### config.mk
export PLATFORM = sky130hd
export DESIGN_NAME = vend_ctrl
export DESIGN_NICKNAME = d
export VERILOG_FILES = /design/src/rtl/vend_pkg.sv /design/src/rtl/vend_sec_timer.sv /design/src/rtl/vend_ctrl.sv
export SDC_FILE = /design/constraint.sdc
export NUM_CORES = 1
export LEC_CHECK = 0
export ABC_CLOCK_PERIOD_IN_PS = 3800
export CORE_MARGIN = 4
export CORE_UTILIZATION = 55
export DETAILED_ROUTE_END_ITERATION = 7
export DONT_BUFFER_PORTS = 1
export HOLD_SLACK_MARGIN = 0.1
export PLACE_DENSITY = 0.7
export SETUP_SLACK_MARGIN = 0.2
export SLEW_MARGIN = 20
export SYNTH_ARGS = -nofsm -noshare
export SYNTH_HDL_FRONTEND = slang
export SYNTH_HIERARCHICAL = 1
export SYNTH_SLANG_ARGS = --single-unit
### constraint.sdc
create_clock -name clk -period 3.8 [get_ports clk]
set_input_delay 0.76 -clock clk [delete_from_list [all_inputs] [get_ports clk]]
set_output_delay 0.76 -clock clk [all_outputs]
set_load 0.005 [all_outputs]
### src/rtl/vend_pkg.sv
// Shared types and constants for the vending controller.
// Holds the FSM state enum, coin_code-to-cents mapping and default prices/timing.
package vend_pkg;

  localparam int unsigned CREDIT_W = 8;
  localparam int unsigned SEC_W    = 8;

  // Coin denominations in cents, indexed by coin_code
  localparam int unsigned COIN_5_C   = 5;
  localparam int unsigned COIN_25_C  = 25;
  localparam int unsigned COIN_50_C  = 50;
  localparam int unsigned COIN_100_C = 100;

  localparam int unsigned DEF_PRICE0     = 100;
  localparam int unsigned DEF_PRICE1     = 150;
  localparam int unsigned DEF_PRICE2     = 75;
  localparam int unsigned DEF_PRICE3     = 200;
  localparam int unsigned DEF_MAX_CREDIT = 250;
  localparam int unsigned DEF_TIMEOUT_S  = 30;
  localparam int unsigned DEF_HOLD_S     = 2;

  typedef enum logic [2:0] {
    ST_IDLE    = 3'd0,
    ST_COLLECT = 3'd1,
    ST_VEND    = 3'd2,
    ST_REFUND  = 3'd3,
    ST_HOLD    = 3'd4
  } state_e;

  function automatic logic [CREDIT_W-1:0] coin_cents(input logic [1:0] code);
    case (code)
      2'b00:   return CREDIT_W'(COIN_5_C);
      2'b01:   return CREDIT_W'(COIN_25_C);
      2'b10:   return CREDIT_W'(COIN_50_C);
      default: return CREDIT_W'(COIN_100_C);
    endcase
  endfunction

endpackage

### src/rtl/vend_sec_timer.sv
// Seconds timer: detects sec_clk rising edges and counts them in a clearable,
// saturating counter.
// Ports: clk, rst_n (sync active-low), sec_clk_i (1 Hz level), clr_i (clear),
//        secs_o (registered seconds count).
module vend_sec_timer
  import vend_pkg::*;
(
  input  logic             clk,
  input  logic             rst_n,
  input  logic             sec_clk_i,
  input  logic             clr_i,
  output logic [SEC_W-1:0] secs_o
);

  logic             sec_q;
  logic [SEC_W-1:0] cnt_q;
  logic             tick_c;

  assign tick_c = sec_clk_i & ~sec_q;
  assign secs_o = cnt_q;

  // Clear takes precedence over a coincident tick; count saturates.
  always_ff @(posedge clk) begin
    if (!rst_n) begin
      sec_q <= 1'b0;
      cnt_q <= '0;
    end else begin
      sec_q <= sec_clk_i;
      if (clr_i) begin
        cnt_q <= '0;
      end else if (tick_c && (cnt_q != {SEC_W{1'b1}})) begin
        cnt_q <= cnt_q + SEC_W'(1);
      end
    end
  end

endmodule

### src/rtl/vend_ctrl.sv
// Vending machine controller: accumulates coin credit, vends on selection,
// returns change, refunds on cancel or inactivity timeout.
// Ports: clk, rst_n (sync active-low), sec_clk (1 Hz level), coin_valid/coin_code,
//        sel_valid/sel_id, cancel in; credit, dispense/dispense_id,
//        change_valid/change_amt, coin_reject, sel_nack, state out (all registered).
module vend_ctrl
  import vend_pkg::*;
#(
  parameter int unsigned PRICE0     = DEF_PRICE0,
  parameter int unsigned PRICE1     = DEF_PRICE1,
  parameter int unsigned PRICE2     = DEF_PRICE2,
  parameter int unsigned PRICE3     = DEF_PRICE3,
  parameter int unsigned MAX_CREDIT = DEF_MAX_CREDIT,
  parameter int unsigned TIMEOUT_S  = DEF_TIMEOUT_S,
  parameter int unsigned HOLD_S     = DEF_HOLD_S
) (
  input  logic       clk,
  input  logic       rst_n,
  input  logic       sec_clk,
  input  logic       coin_valid,
  input  logic [1:0] coin_code,
  input  logic       sel_valid,
  input  logic [1:0] sel_id,
  input  logic       cancel,
  output logic [7:0] credit,
  output logic       dispense,
  output logic [1:0] dispense_id,
  output logic       change_valid,
  output logic [7:0] change_amt,
  output logic       coin_reject,
  output logic       sel_nack,
  output logic [2:0] state
);

  state_e              state_q;
  logic [CREDIT_W-1:0] credit_q;
  logic                dispense_q;
  logic [1:0]          disp_id_q;
  logic                chg_valid_q;
  logic [CREDIT_W-1:0] chg_amt_q;
  logic                reject_q;
  logic                nack_q;

  logic [SEC_W-1:0]    secs;
  logic                tmr_clr;
  logic [CREDIT_W-1:0] cents_c;
  logic [CREDIT_W-1:0] price_c;
  logic                coin_fits_c;
  logic                acc_coin;
  logic                do_nack;
  logic                do_vend;
  logic                do_refund;

  vend_sec_timer u_timer (
    .clk       (clk),
    .rst_n     (rst_n),
    .sec_clk_i (sec_clk),
    .clr_i     (tmr_clr),
    .secs_o    (secs)
  );

  assign cents_c     = coin_cents(coin_code);
  assign coin_fits_c = ({1'b0, credit_q} + {1'b0, cents_c}) <= (CREDIT_W + 1)'(MAX_CREDIT);

  // Price of the currently selected product
  always_comb begin
    case (sel_id)
      2'd0:    price_c = CREDIT_W'(PRICE0);
      2'd1:    price_c = CREDIT_W'(PRICE1);
      2'd2:    price_c = CREDIT_W'(PRICE2);
      default: price_c = CREDIT_W'(PRICE3);
    endcase
  end

  // Event decode with priority cancel > select > coin > timeout
  always_comb begin
    acc_coin  = 1'b0;
    do_nack   = 1'b0;
    do_vend   = 1'b0;
    do_refund = 1'b0;
    case (state_q)
      ST_IDLE: begin
        if (sel_valid)                      do_nack  = 1'b1;
        else if (coin_valid && coin_fits_c) acc_coin = 1'b1;
      end
      ST_COLLECT: begin
        if (cancel) begin
          do_refund = 1'b1;
        end else if (sel_valid) begin
          if (credit_q >= price_c) do_vend = 1'b1;
          else                     do_nack = 1'b1;
        end else if (coin_valid && coin_fits_c) begin
          acc_coin = 1'b1;
        end else if (secs >= SEC_W'(TIMEOUT_S)) begin
          do_refund = 1'b1;
        end
      end
      default: ;
    endcase
  end

  // Clear the seconds counter on activity and on every entry to COLLECT or HOLD
  assign tmr_clr = acc_coin | do_nack | (state_q == ST_REFUND) |
                   ((state_q == ST_VEND) && (credit_q == '0));

  // Main FSM with registered outputs
  always_ff @(posedge clk) begin
    if (!rst_n) begin
      state_q     <= ST_IDLE;
      credit_q    <= '0;
      dispense_q  <= 1'b0;
      disp_id_q   <= 2'd0;
      chg_valid_q <= 1'b0;
      chg_amt_q   <= '0;
      reject_q    <= 1'b0;
      nack_q      <= 1'b0;
    end else begin
      dispense_q  <= 1'b0;
      chg_valid_q <= 1'b0;
      reject_q    <= coin_valid & ~acc_coin;
      nack_q      <= do_nack;
      case (state_q)
        ST_IDLE: begin
          if (acc_coin) begin
            credit_q <= credit_q + cents_c;
            state_q  <= ST_COLLECT;
          end
        end
        ST_COLLECT: begin
          if (do_refund) begin
            chg_valid_q <= 1'b1;
            chg_amt_q   <= credit_q;
            credit_q    <= '0;
            state_q     <= ST_REFUND;
          end else if (do_vend) begin
            dispense_q <= 1'b1;
            disp_id_q  <= sel_id;
            credit_q   <= credit_q - price_c;
            state_q    <= ST_VEND;
          end else if (acc_coin) begin
            credit_q <= credit_q + cents_c;
          end
        end
        ST_VEND: begin
          // credit_q already holds the change owed
          if (credit_q != '0) begin
            chg_valid_q <= 1'b1;
            chg_amt_q   <= credit_q;
            credit_q    <= '0;
            state_q     <= ST_REFUND;
          end else begin
            state_q <= ST_HOLD;
          end
        end
        ST_REFUND: state_q <= ST_HOLD;
        ST_HOLD: begin
          if (secs >= SEC_W'(HOLD_S)) state_q <= ST_IDLE;
        end
        default: state_q <= ST_IDLE;
      endcase
    end
  end

  assign state        = state_q;
  assign credit       = credit_q;
  assign dispense     = dispense_q;
  assign dispense_id  = disp_id_q;
  assign change_valid = chg_valid_q;
  assign change_amt   = chg_amt_q;
  assign coin_reject  = reject_q;
  assign sel_nack     = nack_q;

endmodule
; Yosys cells after proc, flatten, opt, wreduce, memory -nomap -nowiden
; Index checks and enable logic that the tools add are counted.
[op_classes]
muxes = 38
eq_ne = 14
magnitude_cmp = 4
n_reduce_logical = 16
add_sub_neg = 4
bitwise = 10
[op_table]
columns = operator, count
row1 = two-way mux 8 bit, 6
row2 = case mux 8 bit (3 select lines), 2
row3 = case mux 7 bit (3 select lines), 1
row4 = two-way mux 1 bit, 19
row5 = case mux 8 bit (2 select lines), 1
row6 = two-way mux 3 bit, 5
row7 = case mux 3 bit (5 select lines), 1
row8 = adder 8 x 8 -> 9 bit, 1
row9 = "<= comparator 9 x 8 -> 1 bit, second input constant", 1
row10 = AND reduction 3 bit, 3
row11 = "adder 8 x 1 -> 8 bit, second input constant", 1
row12 = adder 8 bit, 1
row13 = "greater-or-equal comparator 8 x 2 -> 1 bit, second input constant", 1
row14 = "greater-or-equal comparator 8 x 5 -> 1 bit, second input constant", 1
row15 = greater-or-equal comparator 8 bit, 1
row16 = zero test 8 bit, 1
row17 = "inequality test 8 bit, second input constant", 1
row18 = nonzero test 8 bit, 1
row19 = subtractor 8 bit, 1
row20 = "equality test 3 x 2 -> 1 bit, second input constant", 2
row21 = "inequality test 2 bit, second input constant", 3
row22 = case mux 1 bit (2 select lines), 3
row23 = NOT 1 bit, 5
row24 = "equality test 2 x 1 -> 1 bit, second input constant", 2
row25 = 15 further kinds, 22
[word_totals]
output_inout_bits = 25
input_bits = 10
word_cells = 96
ff_bits = 34

; Depth between registers and ports, before layout
; Gate-level depths: netlist of run 1.
[logic_depth]
word_depth = 13
mapped_depth = 15
ltp_nobuf = 14

; By module
; Netlist of run 1, hierarchy kept.
[by_module_without_submodules]
columns = module, cells_each, instances, seq_area_each_um2, area_each_um2
row1 = vend_ctrl, 258, 1, 500.5, 2042.0
row2 = vend_sec_timer, 47, 1, 180.2, 445.4

; Worst setup path after synthesis of run 1
; OpenSTA, ideal clock, no wires.
[synth_timing]
kind = in2reg
startpoint = input coin_code[1]
endpoint = register u_timer.cnt_q[4] (netlist: u_timer/secs_o[4])
setup_slack_ps = 385
setup_time_ps = 74
cell_stages = 15
t_required_ps = 3726
arrival_time_ps = 3341
n_path_buf = 1
cell_sequence = inv_1 -> ha_1 -> inv_1 -> fa_1 -> nand2b_1 -> a211oi_1 -> nor2_1 -> xnor2_1 -> nand4b_1 -> nand2_1 -> nand3_1 -> or2b_1 -> clkbuf_2 -> o21bai_1 -> a31oi_1
[synth_via]
elab_chain_len = 13
[synth_lines]
columns = element, line_no
row1 = "start, declared", vend_ctrl.sv:21  ; input logic [1:0] coin_code,
row2 = equality test 2 bit (tied with other cells), vend_pkg.sv:31  ; case (code)
row3 = case mux 7 bit (3 select lines) *, vend_pkg.sv:31
row4 = adder 8 x 8 -> 9 bit *, vend_ctrl.sv:63  ; assign coin_fits_c = ({1'b0, credit_q} + {1'b0, cents_c}) <= (CREDIT_W + 1)'(MAX_CREDIT);
row5 = <= comparator 9 x 8 -> 1 bit *, vend_ctrl.sv:63
row6 = logical AND 1 bit *, "vend_ctrl.sv:84, vend_ctrl.sv:92"
row7 = two-way mux 1 bit *, "vend_ctrl.sv:84, vend_ctrl.sv:92"
row8 = two-way mux 1 bit *, vend_ctrl.sv:89  ; end else if (sel_valid) begin
row9 = two-way mux 1 bit, vend_ctrl.sv:87  ; if (cancel) begin
row10 = case mux 1 bit (2 select lines) *, vend_ctrl.sv:81  ; case (state_q)
row11 = bitwise OR 1 bit * (3 in a row), vend_ctrl.sv:103  ; assign tmr_clr = acc_coin | do_nack | (state_q == ST_REFUND) |
row12 = net tmr_clr, vend_ctrl.sv:45  ; logic tmr_clr;
row13 = OR reduction 2 bit (no source line) *, n/a
row14 = "end signal, assigned", vend_sec_timer.sv:32  ; cnt_q <= cnt_q + SEC_W'(1);
row15 = "end, declared", vend_sec_timer.sv:16  ; logic [SEC_W-1:0] cnt_q;
; Mark *: on every way through the listed nets, which the timed path passes. The rest lies on a longest branch.
; A chain may end at the register's enable or synchronous reset.

; Final worst setup path of run 1
[layout_timing]
startpoint = register credit_q[0] (netlist: credit[0])
endpoint = register u_timer.cnt_q[4] (netlist: u_timer/secs_o[4])
[layout_via]
elab_chain_len = 11
[layout_lines]
columns = element, line_no
row1 = "start, declared", vend_ctrl.sv:36  ; logic [CREDIT_W-1:0] credit_q;
row2 = "start signal, assigned", vend_ctrl.sv:125  ; credit_q <= credit_q + cents_c;
row3 = "start signal, assigned", vend_ctrl.sv:138  ; credit_q <= credit_q - price_c;
row4 = "start signal, assigned", vend_ctrl.sv:141  ; credit_q <= credit_q + cents_c;
row5 = adder 8 x 8 -> 9 bit, vend_ctrl.sv:63
row6 = <= comparator 9 x 8 -> 1 bit, vend_ctrl.sv:63
row7 = logical AND 1 bit, "vend_ctrl.sv:84, vend_ctrl.sv:92"
row8 = two-way mux 1 bit, "vend_ctrl.sv:84, vend_ctrl.sv:92"
row9 = two-way mux 1 bit, vend_ctrl.sv:89
row10 = two-way mux 1 bit, vend_ctrl.sv:87
row11 = case mux 1 bit (2 select lines), vend_ctrl.sv:81
row12 = bitwise OR 1 bit (2 in a row), vend_ctrl.sv:103
row13 = bitwise OR 1 bit *, vend_ctrl.sv:103
row14 = net tmr_clr, vend_ctrl.sv:45
row15 = OR reduction 2 bit (no source line) *, n/a
; Marked as above.

==> results.tsv, run 1 <==
metric	value	unit
maxSlewViolCount	0	
grt_ovf	0	
detail_route.drc_violations	0	
min_period_over_period	84.0	%
clockBufferDepth	2	
ys_seq_area_share	27.4	%
post_drt_wl_per_cell	15.9	um
timing.final.ws_setup	607	ps
postRouteWirelength	5.80	mm
cts_max_level	2	
routabilityCongestion	0.923	
switch_share	37.5	%
synth-async-reset-ratio	0	%
clk_pin_slew	80	ps
synthXorXnorAreaFrac	3.52	%
avgSynthCellArea	8.16	um^2
grt_max_degree	27	
timing.final.hold_violations	0	
synth_enable_flop_cells	0	
slew_headroom	68.3	%
io_buffers	0	
global_route_wire_length_before_repair	9.33	mm
run_status	completed	
final_period_minus_worst_setup_slack	3190	ps
worst_setup_path_end_kind	register	
rows	24	
place_hpwl	4.46	mm
count_of_cells_resized_by_post_cts_repair	0	
drt_iter0_drc	164	
type_of_the_most_critical_hold_path	register to register	
num_antenna_cells	0	
clockRootBuffer	sky130_fd_sc_hd__clkbuf_8	
post_synth_instance_area	2490	um^2
postCtsHoldBufs	0	
cts_buffers	5	
post_route_cells_drive_above_1_share	8.65	%
combined_buffer_and_inverter_count_along_the_critical_path	1	
worst_path_dominant_cell_family	simple AND/OR/NAND/NOR gates	
die_w	75.3	um
timing.critical_path.arrival	3420	ps
synth_compound_area_share	18.8	%
setup.worst_path.class	register to register	
grt_usage	21.5	%
cp_cell_sequence	ha_1, inv_1, fa_1, nand2b_1, a211oi_1, nor2_1, xnor2_1, nand4b_1, nand2_1, nand3_1, or2b_1, o21bai_1, a31oi_1	
clock_power_share	25.8	%
timing.critical_path.fanout_max	8	
synth_ff_type	sky130_fd_sc_hd__dfxtp_1	
layout-area-overhead-vs-synth	6.69	%
cts_post_setup_buffers_inserted	0	
viasPerCell	5.95	
worstSetupPathDepth	13	
timing.clock.skew	7.84	ps
internal_power	0.701	mW
die_area	5660	um^2
synthesis.yosys.warnings	6	
postSynthRegisterBits	34	
crit_slowest_cell	sky130_fd_sc_hd__dfxtp_1	
numClockSinks	34	
antenna_found_initial	0	
share_seq_of_total_power	39.0	%
grt_setup_unrepaired	no	
syn-num-nets	342	
synth.area.mux_share	5.63	%
crit_required	4020	ps
cap_violations	0	
dpl_worst_slack	378	ps
timing_worst_slew_pin_value	472	ps
fp.coreArea	4350	um^2
io_pins	35	
fp.dieH	75.3	um
timing.reg2reg.worst_path_depth	13	
vdd_ir_drop_max	171	uV
grt_pass1_vias	1963	
via_count	2166	
finalCoreUtilization	60.9	%
power.leakage	1.07	nW
synth_top_family_by_area	simple AND/OR/NAND/NOR gates	
insertion_delay	290	ps
power_density	423	nW/um^2
hold_depth	2	
synthAdderAreaFrac	14.2	%
finalSetupTns	0	ps
nNetsFinal	348	
syn-instance-count	305	
timing.final.setup_violations	0	
initial_core_util	57.1	%
critPathMaxStageDelay	510	ps
worstSetupStartpointType	register	
post_synth_num_cell_types	52	
simple_gate_share_of_the_synthesized_area	26.7	%
drtAntennaViolNets	0	
total_switching_power	0.421	mW
clock_tree_from_tritoncts	done	
max_clock_freq	0.313	GHz
setup.reg_to_reg.worst_slack	610	ps
drt_pre_antenna_iters	4	
combPwrFrac	35.2	%
==> metal layers <==
layer / routed length (um) / track usage (%) / part of all wire [%] / vias to the layer above
met5: 0 / 0 / 0 / -
met4: 70 / 7.77 / 1.2 / 0
met3: 353 / 5.21 / 6.1 / 6
met2: 2660 / 33.9 / 46 / 55
li1: - / - / - / 1109
met1: 2720 / 28.6 / 47 / 996
==> cells in the mapped netlist (2+ instances only) <==
cell                       instances  share of area, %
sky130_fd_sc_hd__nor3_1           10               2.0
sky130_fd_sc_hd__a211oi_1          3              0.91
sky130_fd_sc_hd__nand4_1           4               1.0
sky130_fd_sc_hd__and2_1            3              0.75
sky130_fd_sc_hd__nand2_1          37               5.6
sky130_fd_sc_hd__and3_1            4               1.0
sky130_fd_sc_hd__o31ai_1           4               1.2
sky130_fd_sc_hd__and4b_4           2               1.1
sky130_fd_sc_hd__nor2b_1           5               1.3
sky130_fd_sc_hd__a31oi_1           4               1.0
sky130_fd_sc_hd__nor2_1           25               3.8
sky130_fd_sc_hd__nand2b_1          7               1.8
sky130_fd_sc_hd__clkbuf_1          4              0.60
sky130_fd_sc_hd__a21o_1            3              0.91
sky130_fd_sc_hd__a21boi_0          3              0.91
sky130_fd_sc_hd__a21oi_1          21               4.2
sky130_fd_sc_hd__nor3b_1           2              0.60
sky130_fd_sc_hd__fa_1              2               1.6
sky130_fd_sc_hd__nand4b_1          2              0.70
sky130_fd_sc_hd__and4_2            2              0.80
sky130_fd_sc_hd__xnor2_1           4               1.4
sky130_fd_sc_hd__ha_1             25                13
sky130_fd_sc_hd__nand3_1          10               2.0
sky130_fd_sc_hd__mux2i_1          14               5.6
sky130_fd_sc_hd__xor2_1            6               2.1
sky130_fd_sc_hd__inv_1            17               2.6
sky130_fd_sc_hd__o21a_1            4               1.2
sky130_fd_sc_hd__or2_2             3              0.75
sky130_fd_sc_hd__o21ai_0          14               2.8
sky130_fd_sc_hd__o21bai_1          2              0.60
sky130_fd_sc_hd__o22ai_1           3              0.75
sky130_fd_sc_hd__dfxtp_1          34                27
sky130_fd_sc_hd__nor4_1            3              0.75
==> metrics by stage <==
stage | cell area [um^2] | hold slack, ps | std cells | total power, mW
final | 2650 | 475 | 364 | 1.12
after global routing | 2650 | 500 | 364 | 1.19
after CTS | 2650 | 480 | 364 | 1.13
after detailed placement | 2560 | 468 | 356 | 0.835
after global placement | 2560 | 463 | 356 | 0.833
after floorplan | 2490 | 451 | 305 | 0.750
==> power by group through the flow <==
stage	Clock [mW]	Combinational [mW]	Sequential [mW]
CTS	0.297	0.391	0.438
detailed placement	0	0.388	0.447
floorplan	0	0.326	0.423
global route	0.311	0.439	0.442
global placement	0	0.386	0.447
finish	0.289	0.395	0.437
==> flip-flops by register name (all words and copies together) (netlist names) <==
signal / cells
u_timer/sec_q: 1
u_timer/secs_o: 8
coin_reject: 1
state: 3
change_valid: 1
dispense_id: 2
change_amt: 8
dispense: 1
sel_nack: 1
credit: 8
==> worst paths after layout <==
kind	end	startpoint
worst min register to register	change_amt[0]	change_amt[0]
worst max-delay path	u_timer/secs_o[4]	credit[0]
worst min-delay path	change_amt[0]	change_amt[0]
worst max register to register	u_timer/secs_o[4]	credit[0]
==> kinds of logic (layout without fill, tap and decap cells) <==
| group | count (synthesis) | in the layout |
|---|---|---|
| XOR/XNOR | 10 | 10 |
| flip-flops | 34 | 34 |
| AND/OR/NAND/NOR | 125 | 125 |
| AO/OA/AOI/OAI | 72 | 72 |
| multiplexers | 14 | 14 |
| adder cells (fa/ha/maj) | 27 | 27 |
| buffers and inverters | 23 | 30 |
==> cells in the final DEF, fill, tap and decap left out, types with 5 or more instances in the layout <==
master                     count
sky130_fd_sc_hd__a21oi_1      21
sky130_fd_sc_hd__buf_4         5
sky130_fd_sc_hd__clkbuf_8      6
sky130_fd_sc_hd__dfxtp_1      34
sky130_fd_sc_hd__ha_1         25
sky130_fd_sc_hd__inv_1        17
sky130_fd_sc_hd__mux2i_1      14
sky130_fd_sc_hd__nand2_1      37
sky130_fd_sc_hd__nand2b_1      7
sky130_fd_sc_hd__nand3_1      10
sky130_fd_sc_hd__nor2_1       25
sky130_fd_sc_hd__nor2b_1       5
sky130_fd_sc_hd__nor3_1       10
sky130_fd_sc_hd__o21ai_0      14
sky130_fd_sc_hd__xor2_1        6
==> worst min-delay path: stages, from the launching register on <==
cell and delay (ps):
sky130_fd_sc_hd__dfxtp_1 320, sky130_fd_sc_hd__nand2_1 60, sky130_fd_sc_hd__mux2i_1 50
==> area by class of cell <==
class / instances / area (um^2)
Inverter: 17 / 63.8
Clock inverter: 2 / 12.5
Clock buffer: 6 / 82.6
Fill cell: 393 / 1700
Sequential cell: 34 / 681
Multi-Input combinational cell: 248 / 1710
Timing Repair Buffer: 5 / 37.5
Tap cell: 52 / 65.1
(Power assumes the default switching activity.)
==> run 2: changes to the inputs <==
--- a/config.mk
+++ b/config.mk
@@ -5,13 +5,13 @@
 export SDC_FILE = /design/constraint.sdc
 export NUM_CORES = 1
 export LEC_CHECK = 0
-export ABC_CLOCK_PERIOD_IN_PS = 3800
+export ABC_CLOCK_PERIOD_IN_PS = 2880
 export CORE_MARGIN = 4
 export CORE_UTILIZATION = 55
 export DETAILED_ROUTE_END_ITERATION = 7
 export DONT_BUFFER_PORTS = 1
 export HOLD_SLACK_MARGIN = 0.1
-export PLACE_DENSITY = 0.7
+export PLACE_DENSITY = 0.73
 export SETUP_SLACK_MARGIN = 0.2
 export SLEW_MARGIN = 20
 export SYNTH_ARGS = -nofsm -noshare
==> constraint.sdc (replaced) <==
create_clock -name clk -period 2.88 [get_ports clk]
set_input_delay 0.576 -clock clk [delete_from_list [all_inputs] [get_ports clk]]
set_output_delay 0.576 -clock clk [all_outputs]
set_load 0.005 [all_outputs]
==> run 2 against run 1 <==
- hold slack got worse by 64 ps
- power rose by 63%
- utilization rose by 15 points
- critical path depth rose by 1
- setup slack got worse by 440 ps
- design area rose by 25%
- first-iteration DRC count rose by 34%
- largest cell class unchanged
- largest power group is now combinational logic
- highest routed layer unchanged
==> results.tsv, run 2 (same netlist as run 1, synthesis figures left out) <==
metric	value	unit	change
layout-area-overhead-vs-synth	33.6	%	
timing.final.setup_violations	0		unchanged
dpl_worst_slack	-199	ps	-577 ps
global_route_wire_length_before_repair	9.99	mm	+7.1%
timing.clock.skew	5.79	ps	-2.05 ps
drt_iter0_drc	219		+34%
timing.final.ws_setup	166	ps	-442 ps
fillerInstances	287		-27%
insertion_delay	290	ps	about the same
cts_buffers	5		unchanged
cts_max_level	2		unchanged
power.leakage	1.32	nW	+23%
via_count	2451		+13%
cp-startpoint	sel_id[0]		
multi_input_area	2070	um^2	+21%
grt_setup_unrepaired	yes		
clock_tree_from_tritoncts	done		
fin_area	3320	um^2	+25%
place_hpwl	4.89	mm	+9.6%
holdWs	411	ps	-64.5 ps
viasPerCell	6.21		+4.3%
drt_pre_antenna_iters	5		+1
detail_route.drc_violations	0		unchanged
run_status	completed		
type_of_the_most_critical_hold_path	primary input to register		
worstSetupPathDepth	14		+1
combined_buffer_and_inverter_count_along_the_critical_path	1		unchanged
worst_path_dominant_cell_family	compound AO/OA/AOI/OAI gates		
timing.critical_path.fanout_max	5		-3
placedCellCount	377		+5.9%
setup.worst_path.class	primary input to register		
final-seq-area	683	um^2	+0.37%
worstSetupStartpointType	primary input		
finalSetupTns	0	ps	unchanged
crit_required	3100	ps	-920 ps
grt_pass1_vias	2130		+8.5%
clockBufferDepth	2		unchanged
grt_ovf	0		unchanged
drtAntennaViolNets	0		unchanged
critPathMaxStageDelay	330	ps	-180 ps
nNetsFinal	379		+8.9%
final_period_minus_worst_setup_slack	2710	ps	
rows	24		unchanged
power_density	551	nW/um^2	+30%
grt_usage	22.7	%	+1.2 points
postRouteWirelength	7.01	mm	+21%
final-instance-count-excl-fill	395		+8.5%
fp.coreArea	4350	um^2	unchanged
fp.dieH	75.3	um	unchanged
commonest_non_fill_non_tap_cells_in_the_layout	sky130_fd_sc_hd__nand2_1 (34), sky130_fd_sc_hd__dfxtp_1 (32), sky130_fd_sc_hd__buf_4 (31)		
routabilityCongestion	0.895		-3.1%
cp_cell_sequence	clkinvlp_4, ha_4, ha_4, fa_2, nand2b_4, a211oi_4, o21a_1, o21a_1, o31ai_2, nand3_1, nand3_1, or2b_4, o21bai_1, a31oi_1		
clockRootBuffer	sky130_fd_sc_hd__clkbuf_8		
worst_setup_path_end_kind	register		
slew_headroom	61.5	%	-6.8 points
finalCoreUtilization	76.3	%	+15 points
cap_violations	0		unchanged
max_clock_freq	0.368	GHz	
post_route_cells_drive_above_1_share	32.4	%	+24 points
hold_path_startpoint	rst_n		
timing.reg2reg.worst_path_depth	11		-2
worstReg2RegStart	credit[1]		
timing.critical_path.arrival	2930	ps	-490 ps
timing.final.hold_violations	0		unchanged
grt_max_degree	27		unchanged
power	1.83	mW	+63%
post_drt_wl_per_cell	17.7	um	+11%
num_antenna_cells	0		unchanged
timing_worst_slew_pin_value	572	ps	+101 ps
hold_depth	1		-1
io_pins	35		unchanged
die_w	75.3	um	unchanged
min_period_over_period	94.2	%	
vdd_ir_drop_max	271	uV	+59%
initial_core_util	57.1	%	unchanged
die_area	5660	um^2	unchanged
maxSlewViolCount	0		unchanged
clk_pin_slew	70	ps	about the same
most_common_library_cell_in_the_layout_ignoring_fill_and_taps	sky130_fd_sc_hd__nand2_1		
numClockSinks	34		unchanged
antenna_found_initial	0		unchanged
place_area	2870	um^2	+12%
crit_slowest_cell	sky130_fd_sc_hd__fa_2		
io_buffers	0		unchanged
run 2: final timing paths:
kind | to | slack [ps]
max | u_timer/secs_o[4] | 170
min | state[0] | 410
max reg2reg | change_amt[1] | 270
min reg2reg | change_amt[3] | 480
run 2: layout make-up:
type                    count  share of cell area [%]
multi-input cells         248                    62.3
repair buffers             36                    9.37
inverters                  17                    2.48
flip-flops and latches     34                    20.6
clock inverters             3                    1.20
clock buffers               5                    2.07
well taps                  52                    1.96
run 2: metal layers:
metal | part of all wire [%] | GRT usage, %
met5 | 0 | 0
met4 | 2.6 | 6.21
met3 | 6.8 | 3.47
met2 | 51 | 37.9
met1 | 40 | 30.5
run 2: timing repair:
item	4_1_cts	5_1_grt
pin swaps	3	14
setup endpoints to repair	12	28
setup buffers	1	8
gates cloned	0	1
hold buffers	0	0
resized for setup	6	48
run 2: power by group:
group          switching [mW]  internal, mW
combinational           0.431         0.399
clock                   0.177         0.254
sequential             0.0636         0.507
